File: src/rtl/ov7670_frame_reader.sv
`default_nettype none
// ============================================================================
// Module   : ov7670_frame_reader
// Purpose  : Scans a completed RGB565 frame out of the capture block RAM once
//            the capture side signals end of frame. Each pixel is converted to
//            8-bit luma and emitted as a raster-ordered valid/ready stream with
//            start-of-frame, end-of-line and end-of-frame markers.
// Ports    : clk, rst_n         - system clock, async active-low reset
//            enable             - permits starting a new scan
//            end_of_frame       - capture-side level (other clock domain)
//            rd_addr/rd_en      - BRAM read port (1-cycle read latency)
//            rd_data            - RGB565 word {R[15:11], G[10:5], B[4:0]}
//            pix_data/valid/ready, pix_sof/eol/eof - luma output stream
//            busy               - scan in progress
//            overrun            - 1-cycle pulse on a frame edge while busy
// Revision : 1.0 - initial release
// ============================================================================
module ov7670_frame_reader #(
    parameter int WIDTH      = 160,
    parameter int HEIGHT     = 120,
    parameter int ADDR_W     = 17,
    parameter int FIFO_DEPTH = 4
) (
    input  logic              clk,
    input  logic              rst_n,
    input  logic              enable,
    input  logic              end_of_frame,
    output logic [ADDR_W-1:0] rd_addr,
    output logic              rd_en,
    input  logic [15:0]       rd_data,
    output logic [7:0]        pix_data,
    output logic              pix_valid,
    input  logic              pix_ready,
    output logic              pix_sof,
    output logic              pix_eol,
    output logic              pix_eof,
    output logic              busy,
    output logic              overrun
);

    localparam int c_X_W   = (WIDTH  > 1) ? $clog2(WIDTH)  : 1;
    localparam int c_Y_W   = (HEIGHT > 1) ? $clog2(HEIGHT + 1) : 1;
    localparam int c_PTR_W = $clog2(FIFO_DEPTH);
    localparam int c_CNT_W = c_PTR_W + 1;

    localparam logic [c_X_W-1:0]   c_X_LAST = c_X_W'(WIDTH - 1);
    localparam logic [c_Y_W-1:0]   c_Y_LAST = c_Y_W'(HEIGHT - 1);
    localparam logic [c_CNT_W-1:0] c_DEPTH  = c_CNT_W'(FIFO_DEPTH);

    localparam logic [1:0] c_ST_IDLE  = 2'd0;
    localparam logic [1:0] c_ST_READ  = 2'd1;
    localparam logic [1:0] c_ST_DRAIN = 2'd2;

    // ------------------------------------------------------------------
    // end_of_frame synchroniser: two metastability flops plus a history
    // flop for rising-edge detection.
    // ------------------------------------------------------------------
    logic r_eof_s1, r_eof_s2, r_eof_s3;
    logic w_frame_edge;

    always_ff @(posedge clk or negedge rst_n) begin
        if (!rst_n) begin
            r_eof_s1 <= 1'b0;
            r_eof_s2 <= 1'b0;
            r_eof_s3 <= 1'b0;
        end else begin
            r_eof_s1 <= end_of_frame;
            r_eof_s2 <= r_eof_s1;
            r_eof_s3 <= r_eof_s2;
        end
    end

    assign w_frame_edge = r_eof_s2 & ~r_eof_s3;

    // ------------------------------------------------------------------
    // Scan state, address and raster position
    // ------------------------------------------------------------------
    logic [1:0]        r_state;
    logic [ADDR_W-1:0] r_addr;
    logic [c_X_W-1:0]  r_x;
    logic [c_Y_W-1:0]  r_y;

    logic              r_rd_pend;      // read issued last cycle, data on rd_data now
    logic [2:0]        r_pend_mark;    // {sof, eol, eof} of that read
    logic [c_CNT_W-1:0] r_count;
    logic [c_PTR_W-1:0] r_wptr, r_rptr;
    logic [10:0]       r_mem [FIFO_DEPTH];
    logic              r_overrun;

    logic [c_CNT_W-1:0] w_outstanding;
    logic               w_issue;
    logic               w_last_col;
    logic               w_sof, w_eol, w_eof;
    logic               w_drain_done;
    logic               w_push, w_pop, w_valid;
    logic [10:0]        w_head;

    // A read is only issued if its result is guaranteed a FIFO slot, counting
    // the read still in flight; this is what keeps the FIFO from overflowing.
    assign w_outstanding = r_count + c_CNT_W'(r_rd_pend);
    assign w_issue       = (r_state == c_ST_READ) && (w_outstanding < c_DEPTH);

    assign w_last_col = (r_x == c_X_LAST);
    assign w_sof      = (r_x == '0) && (r_y == '0);
    assign w_eol      = w_last_col;
    assign w_eof      = w_last_col && (r_y == c_Y_LAST);

    assign w_drain_done = (r_state == c_ST_DRAIN) && (r_count == '0) && !r_rd_pend;

    always_ff @(posedge clk or negedge rst_n) begin
        if (!rst_n) begin
            r_state <= c_ST_IDLE;
            r_addr  <= '0;
            r_x     <= '0;
            r_y     <= '0;
        end else begin
            case (r_state)
                c_ST_IDLE: begin
                    if (w_frame_edge && enable) begin
                        r_state <= c_ST_READ;
                        r_addr  <= '0;
                        r_x     <= '0;
                        r_y     <= '0;
                    end
                end
                c_ST_READ: begin
                    if (w_issue) begin
                        r_addr <= r_addr + ADDR_W'(1);
                        if (w_last_col) begin
                            r_x <= '0;
                            r_y <= r_y + c_Y_W'(1);
                        end else begin
                            r_x <= r_x + c_X_W'(1);
                        end
                        if (w_eof) begin
                            r_state <= c_ST_DRAIN;
                        end
                    end
                end
                c_ST_DRAIN: begin
                    if (w_drain_done) begin
                        r_state <= c_ST_IDLE;
                    end
                end
                default: r_state <= c_ST_IDLE;
            endcase
        end
    end

    // Markers follow their read through the one-cycle BRAM latency.
    always_ff @(posedge clk or negedge rst_n) begin
        if (!rst_n) begin
            r_rd_pend   <= 1'b0;
            r_pend_mark <= 3'b000;
        end else begin
            r_rd_pend <= w_issue;
            if (w_issue) begin
                r_pend_mark <= {w_sof, w_eol, w_eof};
            end
        end
    end

    // ------------------------------------------------------------------
    // RGB565 -> luma. Channels are widened by bit replication so full-scale
    // inputs map to 255; the weights sum to 256, so the result fits 8 bits.
    // ------------------------------------------------------------------
    logic [7:0]  w_r8, w_g8, w_b8, w_luma;
    logic [15:0] w_sum;

    assign w_r8   = {rd_data[15:11], rd_data[15:13]};
    assign w_g8   = {rd_data[10:5],  rd_data[10:9]};
    assign w_b8   = {rd_data[4:0],   rd_data[4:2]};
    assign w_sum  = 16'd77  * {8'd0, w_r8}
                  + 16'd150 * {8'd0, w_g8}
                  + 16'd29  * {8'd0, w_b8};
    assign w_luma = 8'(w_sum >> 8);

    // ------------------------------------------------------------------
    // Output FIFO, entries {sof, eol, eof, luma}
    // ------------------------------------------------------------------
    assign w_push  = r_rd_pend;
    assign w_valid = (r_count != '0);
    assign w_pop   = w_valid && pix_ready;

    always_ff @(posedge clk) begin
        if (w_push) begin
            r_mem[r_wptr] <= {r_pend_mark, w_luma};
        end
    end

    always_ff @(posedge clk or negedge rst_n) begin
        if (!rst_n) begin
            r_wptr  <= '0;
            r_rptr  <= '0;
            r_count <= '0;
        end else begin
            if (w_push) begin
                r_wptr <= r_wptr + c_PTR_W'(1);
            end
            if (w_pop) begin
                r_rptr <= r_rptr + c_PTR_W'(1);
            end
            case ({w_push, w_pop})
                2'b10:   r_count <= r_count + c_CNT_W'(1);
                2'b01:   r_count <= r_count - c_CNT_W'(1);
                default: r_count <= r_count;
            endcase
        end
    end

    always_ff @(posedge clk or negedge rst_n) begin
        if (!rst_n) begin
            r_overrun <= 1'b0;
        end else begin
            r_overrun <= w_frame_edge && (r_state != c_ST_IDLE);
        end
    end

    // FIFO storage is not reset, so the head is masked while empty to keep
    // the stream outputs at zero after reset.
    assign w_head    = r_mem[r_rptr];
    assign pix_valid = w_valid;
    assign pix_data  = w_valid ? w_head[7:0] : 8'd0;
    assign pix_sof   = w_valid & w_head[10];
    assign pix_eol   = w_valid & w_head[9];
    assign pix_eof   = w_valid & w_head[8];

    assign rd_addr = r_addr;
    assign rd_en   = w_issue;
    // busy drops in the same cycle the drain completes.
    assign busy    = (r_state != c_ST_IDLE) && !w_drain_done;
    assign overrun = r_overrun;

endmodule
`default_nettype wire

File: config.mk
export PLATFORM = sky130hd
export DESIGN_NAME = ov7670_frame_reader
export DESIGN_NICKNAME = d
export VERILOG_FILES = /design/src/rtl/ov7670_frame_reader.sv
export SDC_FILE = /design/constraint.sdc
export NUM_CORES = 1
export LEC_CHECK = 0
export CAP_MARGIN = 20
export CORE_MARGIN = 3
export CORE_UTILIZATION = 45
export CTS_CLUSTER_SIZE = 40
export DETAILED_ROUTE_END_ITERATION = 16
export GPL_TIMING_DRIVEN = 1
export PLACE_DENSITY = 0.72
export SLEW_MARGIN = 5
export SYNTH_ARGS = -nofsm -noshare
export SYNTH_HDL_FRONTEND = slang
export SYNTH_SLANG_ARGS = --single-unit
export TNS_END_PERCENT = 1
File: constraint.sdc
create_clock -name clk -period 1.8 [get_ports clk]
set_input_delay 0.18 -clock clk [delete_from_list [all_inputs] [get_ports clk]]
set_output_delay 0.18 -clock clk [all_outputs]
set_load 0.1 [all_outputs]
==> results.md, run 1 <==
- The total inserted antenna cells is 0.
- The area of the mapped netlist is 7180 um^2.
- The launch instance of the worst register-to-register path is r_x[1].
- The number of register bits inferred by synthesis is 93.
- The number of antenna-violating nets in the routed design is 0.
- With fillers left out, the area of the finished cells amounts to 9780 um^2.
- The most common cell in the synthesized netlist is inv_1.
- A synthesized cell averages 11.1 um^2.
- The classification of the worst-slack hold path is reg2reg.
- The routed length per placed instance is 15.4 um.
- The number of slew-limit violations in the final report was 0.
- The overall track demand over capacity in global routing is 0.186.
- The initial antenna violation count is 0.
- The synthesized-area fraction occupied by adder cells is 0.316.
- By area, the combinational part of the netlist is dominated by adder cells.
- The required time of the worst setup path is 1.86 ns.
- The die width is 132 um.
- Entering global routing, the biggest net connects 50 pins.
- The maximum clock rate is 180 MHz.
- Setup violations remaining at the end of the flow were counted as 61.
- The type of destination of the critical path is a register.
- For this run, the register share of the synthesized area comes to 0.355.
- The critical path startpoint category is an input port.
- The clock tree buffer depth is 2.
- After legalization and detailed placement, the total HPWL measured 12.7 mm.
- The worst register-to-register path ends at r_y[5].
- The first global-routing pass estimated 26.9 mm of wire.
- The number of DRC violations after detailed-routing iteration 0 is 362.
- The number of unique standard cell types used by synthesis is 51.
- The Yosys step of the flow raised 0 warnings.
- Synthesis produced a netlist with a net count of 814.
- The worst path in the final design needs a cycle of 5.54 ns, including I/O delays and setup.
- The flop-to-flop setup slack is -0.38 ns.
- The total wire length after detailed routing is 16.0 mm.
- TritonCTS built the clock tree.
- Following the worst setup path forward leads to its endpoint at r_mem[1][6].
- The tool flagged a number of max-cap violations equal to 0.
- The final layout contains 990 nets.
- The region available for standard cell placement spans 15400 um^2.
- The clock insertion delay at the later pin of the skew report is 0.33 ns.
- The effective utilization at floorplan is 0.465.
- The die is 132 um tall.
- In this run the worst setup path begins at rd_data[8].
- The checks that failed: negative setup slack.
- The fraction of layout instances using a drive strength above 1 is 0.331.
- The CTS sink count is 93.
- The cell depth of the worst flop-to-flop path is 7.
- After synthesis, the most frequently instantiated cells are 104 x inv_1, 93 x ha_1, 55 x fa_1.
- Of the total synthesized cell area, the portion taken by AND, OR, NAND and NOR gates is 0.111.
- For this design the top-level I/O count stands at 53.
- The most frequently used flop master after synthesis is dfrtp_1.
- Of the available clock period, the critical path in the final layout requires 3.08.
- Of the total synthesized cell area, the portion taken by XOR and XNOR cells is 0.0537.
- The critical path is of the in2reg type.
- The post-synthesis instance total is 645.
- The number of global-route vias before repair is 5663.
- Input and output buffers added on the ports amount to 52.
- The clock root buffer is clkbuf_16.
- The cell type with the highest aggregate area in the netlist is edfxtp_1.
- The area growth from synthesis to layout is 36.3%.
- The run finished, with violations left.
- The share of flip-flops with an asynchronous set or reset is 0.527.
- The hold violation count in the final report is 0.
- Headroom to the max-slew limit came out at 0.583.
- The weighted congestion reported at the end of routability-driven placement is 0.941.
- The area fraction in compound gates after synthesis came to 0.0664.
- The synthesized design contains 44 enable-type register cells.
- The final critical-path setup slack is -3.74 ns.
- After floorplanning, the core was divided into 45 placement rows.
- The cell area reported after detailed placement is 9100 um^2.
- For the pin with the worst max-slew slack, the measured transition is 0.625 ns.
- The total congestion overflow is 0.
- The fraction of synthesized area in multiplexers is 0.0359.
- The first-pass iteration count of the detailed router is 5.
- Yosys attributes the largest share of cell area to edfxtp_1 18%, dfrtp_1 17%, ha_1 16%.
- The arrival time at the worst endpoint is 5.61 ns.
- After clock tree synthesis, the clock-pin slew on the worst setup and hold paths is 0.06 ns.
- Setup repair after global routing could not meet its margin everywhere.
- The number of filler instances in the final layout is 1192.
- After detailed routing, the number of vias per cell comes to 5.14.
- Along the worst path, the maximum fanout reaches 4.
- The final clock skew is 0.00619 ns.
- The number of vias after detailed routing is 5332.
- The H-tree generated during clock tree synthesis spans 3 levels.
- Of the post-synthesis cell area, the dominant cell type holds 0.184.
- The total clock buffers created by CTS is 9.
- The die covers 17500 um^2.
- After detailed routing, the number of remaining DRC violations is 0.
[how the worst min path moves through the flow]
| stage | startpoint | to | slack, ns | cells past startpoint |
|---|---|---|---|---|
| 6_report | r_eof_s1 | r_eof_s2 | 0.35 | 0 |
| 5_1_grt | end_of_frame | r_eof_s1 | 0.35 | 1 |
| 4_1_cts | end_of_frame | r_eof_s1 | 0.35 | 1 |
| 3_5_place_dp | rst_n | rd_addr[16] | 0.32 | 2 |
| 3_3_place_gp | rst_n | rd_addr[16] | 0.31 | 2 |
| 2_1_floorplan | rst_n | overrun | -0.12 | 0 |
[cells by family after synthesis]
family,Yosys count
mux,12
simple gates,156
xor+xnor,44
fa+ha+maj,148
flops,93
compound gates,76
buf+inv,116
[metrics by stage]
stage / util / setup TNS [ns] / worst slack (ns) / hold WS (ns) / instances
after CTS: 0.622 / -118.47 / -3.73 / 0.346 / 1035
after global placement: 0.590 / -138.35 / -4.39 / 0.308 / 1018
after detailed placement: 0.590 / -145.37 / -4.59 / 0.319 / 1018
after global routing: 0.634 / -126.16 / -3.94 / 0.352 / 1037
final: 0.634 / -118.26 / -3.74 / 0.349 / 1037
after floorplan: - / -124.12 / -3.73 / -0.116 / 645
[layout make-up]
cell class                 count  area [um^2]  area share
multi-input combinational    436         4710       0.481
sequential                    93         2550       0.261
clock inverter                 3         12.5     0.00128
clock buffer                  13          240      0.0246
timing repair buffer         176         1610       0.165
tap                          211          264      0.0270
inverter                     105          394      0.0403
[registers in the layout, summed over array words and instances, names as in the netlist]
| register | cells |
|---|---|
| overrun | 1 |
| r_count | 3 |
| r_eof_s1 | 1 |
| r_eof_s2 | 1 |
| r_eof_s3 | 1 |
| r_mem | 44 |
| r_pend_mark | 3 |
| r_rd_pend | 1 |
| r_rptr | 2 |
| r_state | 2 |
| r_wptr | 2 |
| r_x | 8 |
| r_y | 7 |
| rd_addr | 17 |
[layout by cell type, fill, tap and decap left out, types with 8 or more instances in the layout]
| cell | Yosys | final |
|---|---|---|
| mux4_2 | 11 | 11 |
| clkdlybuf4s50_1 | 0 | 13 |
| nand3_1 | 19 | 18 |
| clkbuf_16 | 0 | 9 |
| o21ai_0 | 25 | 19 |
| and2_4 | 0 | 11 |
| a21oi_1 | 20 | 15 |
| buf_4 | 1 | 133 |
| dfrtp_1 | 49 | 47 |
| xnor2_1 | 18 | 13 |
| ha_1 | 93 | 78 |
| edfxtp_1 | 44 | 44 |
| inv_1 | 104 | 99 |
| ha_4 | 0 | 13 |
| buf_12 | 0 | 18 |
| fa_1 | 55 | 55 |
| nand2_1 | 32 | 29 |
| xor2_1 | 26 | 22 |
| nor2_1 | 36 | 33 |
| buf_6 | 0 | 8 |
[per-layer routing]
layer	wire length (um)	vias to the layer above	GRT usage	part of all wire
met2	8460	111	0.336	0.53
met1	6770	2655	0.237	0.42
met5	0	-	0	0
li1	-	2548	-	-
met4	174	0	0.0433	0.011
met3	549	18	0.0286	0.034
[worst max-delay path: stages]
cell and delay (ns):
buf_4 0.13, ha_4 0.27, ha_4 0.19, ha_4 0.26, inv_2 0.03, fa_1 0.51
inv_2 0.05, ha_4 0.27, o21ai_4 0.07, buf_12 0.12, o21bai_4 0.15, xor2_2 0.17
fa_1 0.43, fa_1 0.49, inv_1 0.05, fa_1 0.47, fa_1 0.52, inv_2 0.05
ha_4 0.23, o21ai_2 0.18, nor2_4 0.06, nor4b_4 0.28, o31ai_2 0.15, a21oi_2 0.19
xnor2_2 0.11
[timing repair]
action	4_1_cts	5_1_grt
hold endpoints to repair	49	0
buffers inserted	0	2
pin swaps	40	36
setup endpoints to repair	77	74
hold buffers	1	0
gates resized for setup	78	33
Power of run 1 is left out: the tool's default activity adds up to more than one toggle a clock period on the data nets, which glitch-free logic cannot reach.
==> inputs of run 2 (changes only) <==
--- a/config.mk
+++ b/config.mk
@@ -8,6 +8,7 @@
 export CAP_MARGIN = 20
 export CORE_MARGIN = 3
 export CORE_UTILIZATION = 45
+export CTS_BUF_LIST = sky130_fd_sc_hd__clkbuf_8
 export CTS_CLUSTER_SIZE = 40
 export DETAILED_ROUTE_END_ITERATION = 16
 export GPL_TIMING_DRIVEN = 1
==> run 2 against run 1 <==
Net effect: the flow still finishes with violations (negative setup slack); worst hold slack got worse by 0.0096 ns; via count fell by 0.77%; fmax fell by 0.19%; global-route usage barely moved; count of clock-buffer cells in the layout fell by 4; flip-flop and latch count did not move; clock skew rose by 0.0066 ns; largest cell class unchanged; sequential share of layout area rose by 0.35 points; die area did not move; critical endpoint unchanged; critical path depth did not move; cell area fell by 1.3%.
==> results.md, run 2 (same netlist as run 1, synthesis figures left out) <==
- The classification of the worst-slack hold path is in2reg.
- The die footprint is 17500 um^2.
- The largest individual stage delay along the critical path comes from the cell fa_1.
- The checks that failed: negative setup slack.
- For this design, the sink count on the clock tree is 93.
- Counting flops per register, the top entry is r_mem.
- The maximum level of the CTS H-tree is 3.
- Subtracting the final worst setup slack from the clock period gives 5.55 ns.
- For this run, global-route usage on met1 was measured as 0.239.
- The detailed placer's ending HPWL is 12.7 mm.
- The placed instances occupy a cell area of 9100 um^2.
- STA classifies the critical path endpoint as a register.
- In the post-route analysis, the smallest setup slack over all paths is -3.75 ns.
- The final clock skew is 0.0128 ns.
- The count of nets left with antenna violations once routing finished came out at 0.
- The region available for standard cell placement spans 15400 um^2.
- The number of buffers and inverters on the critical path is 6.
- The number of slew-limit violations in the final report is 0.
- The core utilization of the finished layout is 0.625.
- The clock-pin slew of the registers on the worst-case setup and hold paths is 0.08 ns.
- The required time of the worst setup path is 1.88 ns.
- The first-pass iteration count of the detailed router is 4.
- The number of nets in the finished design is 989.
- The worst-margin pin slew is 0.624 ns.
- Counting the buffers created by CTS gives 9.
- The number of vias after detailed routing is 5291.
- The clock passes through at most 2 buffers.
- The total wire length after detailed routing is 15.9 mm.
- In the global route stage, met3 resource usage came out at 0.0267.
- The number of flip-flops in the largest register is 44.
- The run finished, with violations left.
- The post-synthesis to final-layout area growth is 34.5%.
- Data arrives at the worst endpoint at 5.64 ns.
- In the global route stage, overall resource usage came out at 0.186.
- The floorplan step set the die height to 132 um.
- The clock root buffer is clkbuf_8.
- The reported max-cap violation count is 0.
- Including well taps, the total number of placed cells is 1018.
- The initial antenna violation count is 0.
- The number of ports placed on the die boundary is 53.
- The initial utilization of the core area, before any placement, comes to 0.465.
- The kind of critical path is in2reg.
- Entering global routing, the biggest net connects 50 pins.
- The critical path startpoint category is an input port.
- In the finished design, the share of the clock period the worst path needs comes to 3.09.
- The layer flagged by global routing as most heavily used is met2.
- At the placement stage, the worst setup path has a slack of -4.59 ns.
- The final setup violation count is 61.
- The first global-routing pass estimated 26.9 mm of wire.
- The fraction of layout instances using a drive strength above 1 is 0.324.
- For the worst-skew pair, the clock arrives at the later sink with an insertion delay of 0.35 ns.
- Leaving out fill and tap cells, the most frequent cells in the layout are 132 x buf_4, 103 x inv_1, 78 x ha_1, 55 x fa_1, 47 x dfrtp_1.
- 0 antenna diodes ended up in the layout.
- The number of vias per cell is 5.11.
- The cell type group with the largest total delay on the critical path is adder cells.
- In the final routed layout, each cell accounts on average for 15.3 um.
- During placement, the flow inserted port buffers numbering 52.
- The maximum cell stage delay along the critical path is 0.52 ns.
- The floorplan step set the die width to 132 um.
- The hold violation count in the final report is 0.
- The final non-filler cell area is 9650 um^2.
- The detailed router finished its first iteration with 304 violations.
- Routability-driven placement finished with a final weighted congestion of 0.941.
- The maximum fanout encountered on the critical timing path is 4.
- Excluding fillers, the count of instances in the completed layout stands at 1036.
- Leaving out fill and tap cells, the most frequent cell in the layout is buf_4.
- The placement row count is 45.
- The residual DRC count is 0.
- The total overflow left after global routing is 0.
- TritonCTS built the clock tree.
- The maximum clock rate is 180 MHz.
- For met2 alone, demand over resource in global routing was 0.332.
- The number of global-route vias before repair is 5663.
- Setup repair after global routing could not meet its margin everywhere.
- In this run the tightest slew margin relative to its limit is 0.584.
[run 2: what timing repair did]
action / 4_1_cts / 5_1_grt
resized for setup: 77 / 29
pin swaps: 34 / 22
setup endpoints to repair: 77 / 74
setup buffers: 0 / 1
hold endpoints to repair: 49 / 0
hold buffers: 1 / 0
[run 2: layout make-up]
cell class	instances	area, um^2
flip-flops and latches	93	2550
well taps	211	264
repair buffers	175	1610
multi-input cells	436	4680
clock inverters	7	27.5
fillers	1204	5780
clock buffers	9	124
inverters	105	394
[run 2: worst register-to-register path: cells and delay by family (launching register included)]
| kind | cells | cell delay (ns) |
|---|---|---|
| adder cells (fa/ha/maj) | 1 | 0.21 |
| flip-flops | 1 | 0.40 |
| AND/OR/NAND/NOR | 4 | 1.04 |
| AO/OA/AOI/OAI | 2 | 0.47 |
[run 2: worst paths after layout]
check                      cells after the start    startpoint     endpoint  slack [ns]
max                                           25    rd_data[8]  r_mem[1][6]       -3.75
min reg2reg                                    0      r_eof_s1     r_eof_s2        0.35
min                                            1  end_of_frame     r_eof_s1        0.34
max in group asynchronous                      3         rst_n   r_count[2]        0.89
min in group asynchronous                      3         rst_n  rd_addr[16]        0.45
max reg2reg                                    7        r_x[1]       r_y[5]       -0.40
[run 2: per-layer routing]
metal,routed length (um),vias to the layer above,share of wire
li1,-,2534,-
met4,212,0,0.013
met5,0,-,0
met2,8410,110,0.53
met1,6650,2630,0.42
met3,597,17,0.038
[run 2: metrics by stage]
| step | TNS [ns] | hold slack (ns) |
|---|---|---|
| CTS | -118.25 | 0.306 |
| detailed placement | -145.37 | 0.319 |
| global route | -125.34 | 0.327 |
| floorplan | -124.12 | -0.116 |
| global placement | -138.35 | 0.308 |
| finish | -117.63 | 0.339 |
Power of run 2 is left out for the same reason.
==> inputs of run 3 (changes only) <==
--- a/config.mk
+++ b/config.mk
@@ -6,6 +6,7 @@
 export NUM_CORES = 1
 export LEC_CHECK = 0
 export CAP_MARGIN = 20
+export CORE_ASPECT_RATIO = 1.4
 export CORE_MARGIN = 3
 export CORE_UTILIZATION = 45
 export CTS_BUF_LIST = sky130_fd_sc_hd__clkbuf_8
==> run 3 against run 2 <==
Net effect: the run still ends with negative setup slack left; critical endpoint is now r_mem[2][4]; sequential share of layout area is 0.31 points lower; core utilization hardly changed; cell count is 1.5% lower; fmax is 1.1% higher; die area is 0.13% higher; flip-flop and latch count stayed put; register-to-register slack better by 0.09 ns; worst setup slack better by 0.061 ns.
==> results.md, run 3 (same netlist as run 1, synthesis figures left out) <==
- The flow ran to the end, but the final reports show violations.
- The final reports fail on negative setup slack.
- After clock tree synthesis, the clock-pin slew on the worst setup and hold paths is 0.10 ns.
- Dividing the detail-routed via count by the number of cells gives 5.19.
- The flop-to-flop setup slack is -0.31 ns.
- The effective utilization at floorplan is 0.460.
- The register with the most flip-flops in the final layout is r_mem.
- The count of input and output buffers is 52.
- Routability-driven placement finished with a final weighted congestion of 0.884.
- The fraction of layout instances using a drive strength above 1 is 0.334.
- The die is 155 um tall.
- The classification of the worst-slack hold path is in2reg.
- The number of DRC violations after detailed-routing iteration 0 is 209.
- The time the final worst path needs with I/O delays and setup is 5.49 ns.
- The number of slew-limit violations in the final report is 0.
- The worst hold endpoint is r_eof_s1.
- The number of global-route vias before repair was 5784.
- After global routing the overflow that remains totals 0.
- The worst setup path is of the in2reg kind.
- The pre-antenna-repair detailed-routing pass consisted of 4 iterations.
- The launch point of the worst hold path is end_of_frame.
- The worst slack at placement is -4.63 ns.
- In the finished design, the share of the clock period the worst path needs comes to 3.05.
- The worst setup path is launched from an input port.
- The most common library cell in the layout ignoring fill and taps is buf_4.
- The clock tree buffer depth is 2.
- Setup violations remaining at the end of the flow were counted as 58.
- Entering global routing, the biggest net connects 27 pins.
- In the final timing run, aggregate negative setup slack is -115.08 ns.
- Wires add up to 16.1 mm.
- Setup repair after global routing could not meet its margin everywhere.
- The startpoint identified for the worst register-to-register timing path is r_x[0].
- For this run, the share of the core covered by cells in the final layout is 0.625.
- The total clock buffers created by CTS is 9.
- 53 I/O pins were placed.
- The post-synthesis to final-layout area growth is 36.0%.
- The repair_antennas step left the layout with diodes totalling 0.
- After legalization and detailed placement, the total HPWL measured 12.8 mm.
- At the worst endpoint, the required time is 1.94 ns.
- The initial antenna violation count is 0.
- The wire length of the first global-routing pass is 27.0 mm.
- Row generation in the floorplan step produced 54 rows.
- Along the worst hold path, the cell count comes to 1.
- The number of antenna-violating nets in the routed design is 0.
- TritonCTS built the clock tree.
- The most common cell type on the critical path is fa_1.
- The final clock skew is 0.0119 ns.
- The CTS sink count is 93.
- The maximum clock rate is 182 MHz.
- Headroom to the max-slew limit came out at 0.595.
- The die covers 17500 um^2.
- For this run, the total global-route usage over all layers was measured as 0.189.
- The maximum cell stage delay along the critical path is 0.52 ns.
- The end of the worst register-to-register path is r_y[5].
- The critical path goes through buf_8 > ha_4 > ha_4 > inv_2 > fa_1 > fa_1 > inv_2 > ha_4 > xor2_2 > fa_1 > fa_1 > inv_2 > fa_1 > fa_1 > inv_2 > ha_4 > o21ai_4 > nor2_4 > nor4b_4 > nor2_2 > a31oi_1 > xnor2_1.
- With fillers left out, the area of the finished cells amounts to 9760 um^2.
- The number of flip-flops in the largest register is 44.
- For the worst setup path, the data arrival time is 5.63 ns.
- The number of vias after detailed routing is 5298.
- The area inside the core boundary is 15600 um^2.
- The worst setup path is captured at a register.
- At the pin with the least slew margin, the transition time is 0.608 ns.
- The cell area reported after detailed placement is 9070 um^2.
- The H-tree was split into 3 levels.
- The reported max-cap violation count is 0.
- The clock root buffer is clkbuf_8.
- The number of filler instances in the final layout is 1197.
- The hold violation count in the final report is 0.
- In the layout the commonest cells are 129 x buf_4, 97 x inv_1, 76 x ha_1, 55 x fa_1, 48 x dfrtp_1.
- The clock insertion delay at the later pin of the skew report is 0.35 ns.
- The maximum fanout encountered on the critical timing path is 4.
- The cell at the slowest stage of the critical path is fa_1.
- Across all setup checks in the final design, the least slack found is -3.69 ns.
- In the final routed layout, each cell accounts on average for 15.8 um.
- The die width is 113 um.
- In the routed design, unresolved DRC markers number 0.
- After the last flow step, the layout net total stands at 988.
- The cell depth of the worst flop-to-flop path is 7.
## run 3: cell types whose count changed in the layout (fill, tap and decap cells not counted), sizes merged
| cell | delta |
|---|---|
| buf | -1 |
| bufinv | +3 |
| clkinv | -2 |
| inv | -1 |
## run 3: worst max path at each step
stage / start / end / depth (start not counted)
6_report: rd_data[9] / r_mem[2][4] / 22
4_1_cts: rd_data[9] / r_mem[0][4] / 22
2_1_floorplan: rd_data[6] / r_mem[0][6] / 23
5_1_grt: rd_data[6] / r_mem[2][4] / 24
3_3_place_gp: rd_data[7] / r_mem[0][6] / 24
3_5_place_dp: rd_data[7] / r_mem[1][6] / 22
## run 3: final cells by class
type	instances	area, um^2	share of cell area
clock inverters	7	119	0.0122
clock buffers	9	124	0.0127
repair buffers	174	1620	0.166
well taps	196	245	0.0251
flip-flops and latches	93	2550	0.261
multi-input cells	436	4710	0.483
inverters	105	397	0.0406
## run 3: timing repair
item                                   4_1_cts  5_1_grt
buffers inserted                             2        1
pin swaps                                   43       53
resized for setup                           71       48
endpoints found under the hold margin       23        0
setup endpoints to repair                   65       79
hold buffers                                 1        0
## run 3: metal layers
layer	part of all wire	up-vias	track usage	wire length [um]
met3	0.028	26	0.0230	457
met4	0.021	0	0.0607	340
li1	-	2536	-	-
met5	0	-	0	0
met2	0.57	121	0.365	9110
met1	0.38	2615	0.213	6200
## run 3: metrics by stage
step / hold WS, ns / std cells
2_1_floorplan: -0.116 / 645
3_3_place_gp: 0.199 / 1000
4_1_cts: 0.236 / 1019
6_report: 0.253 / 1020
3_5_place_dp: 0.209 / 1000
5_1_grt: 0.238 / 1020
## run 3: worst max-delay path, delay by kind of cell
kind / cells / cell delay [ns]
and+or+nand+nor: 3 / 0.51
AOI/OAI and AO/OA: 2 / 0.37
adders and majority gates: 10 / 3.94
buffers and inverters: 5 / 0.27
xor gates and xnor gates: 2 / 0.36
Power of run 3 is left out for the same reason.
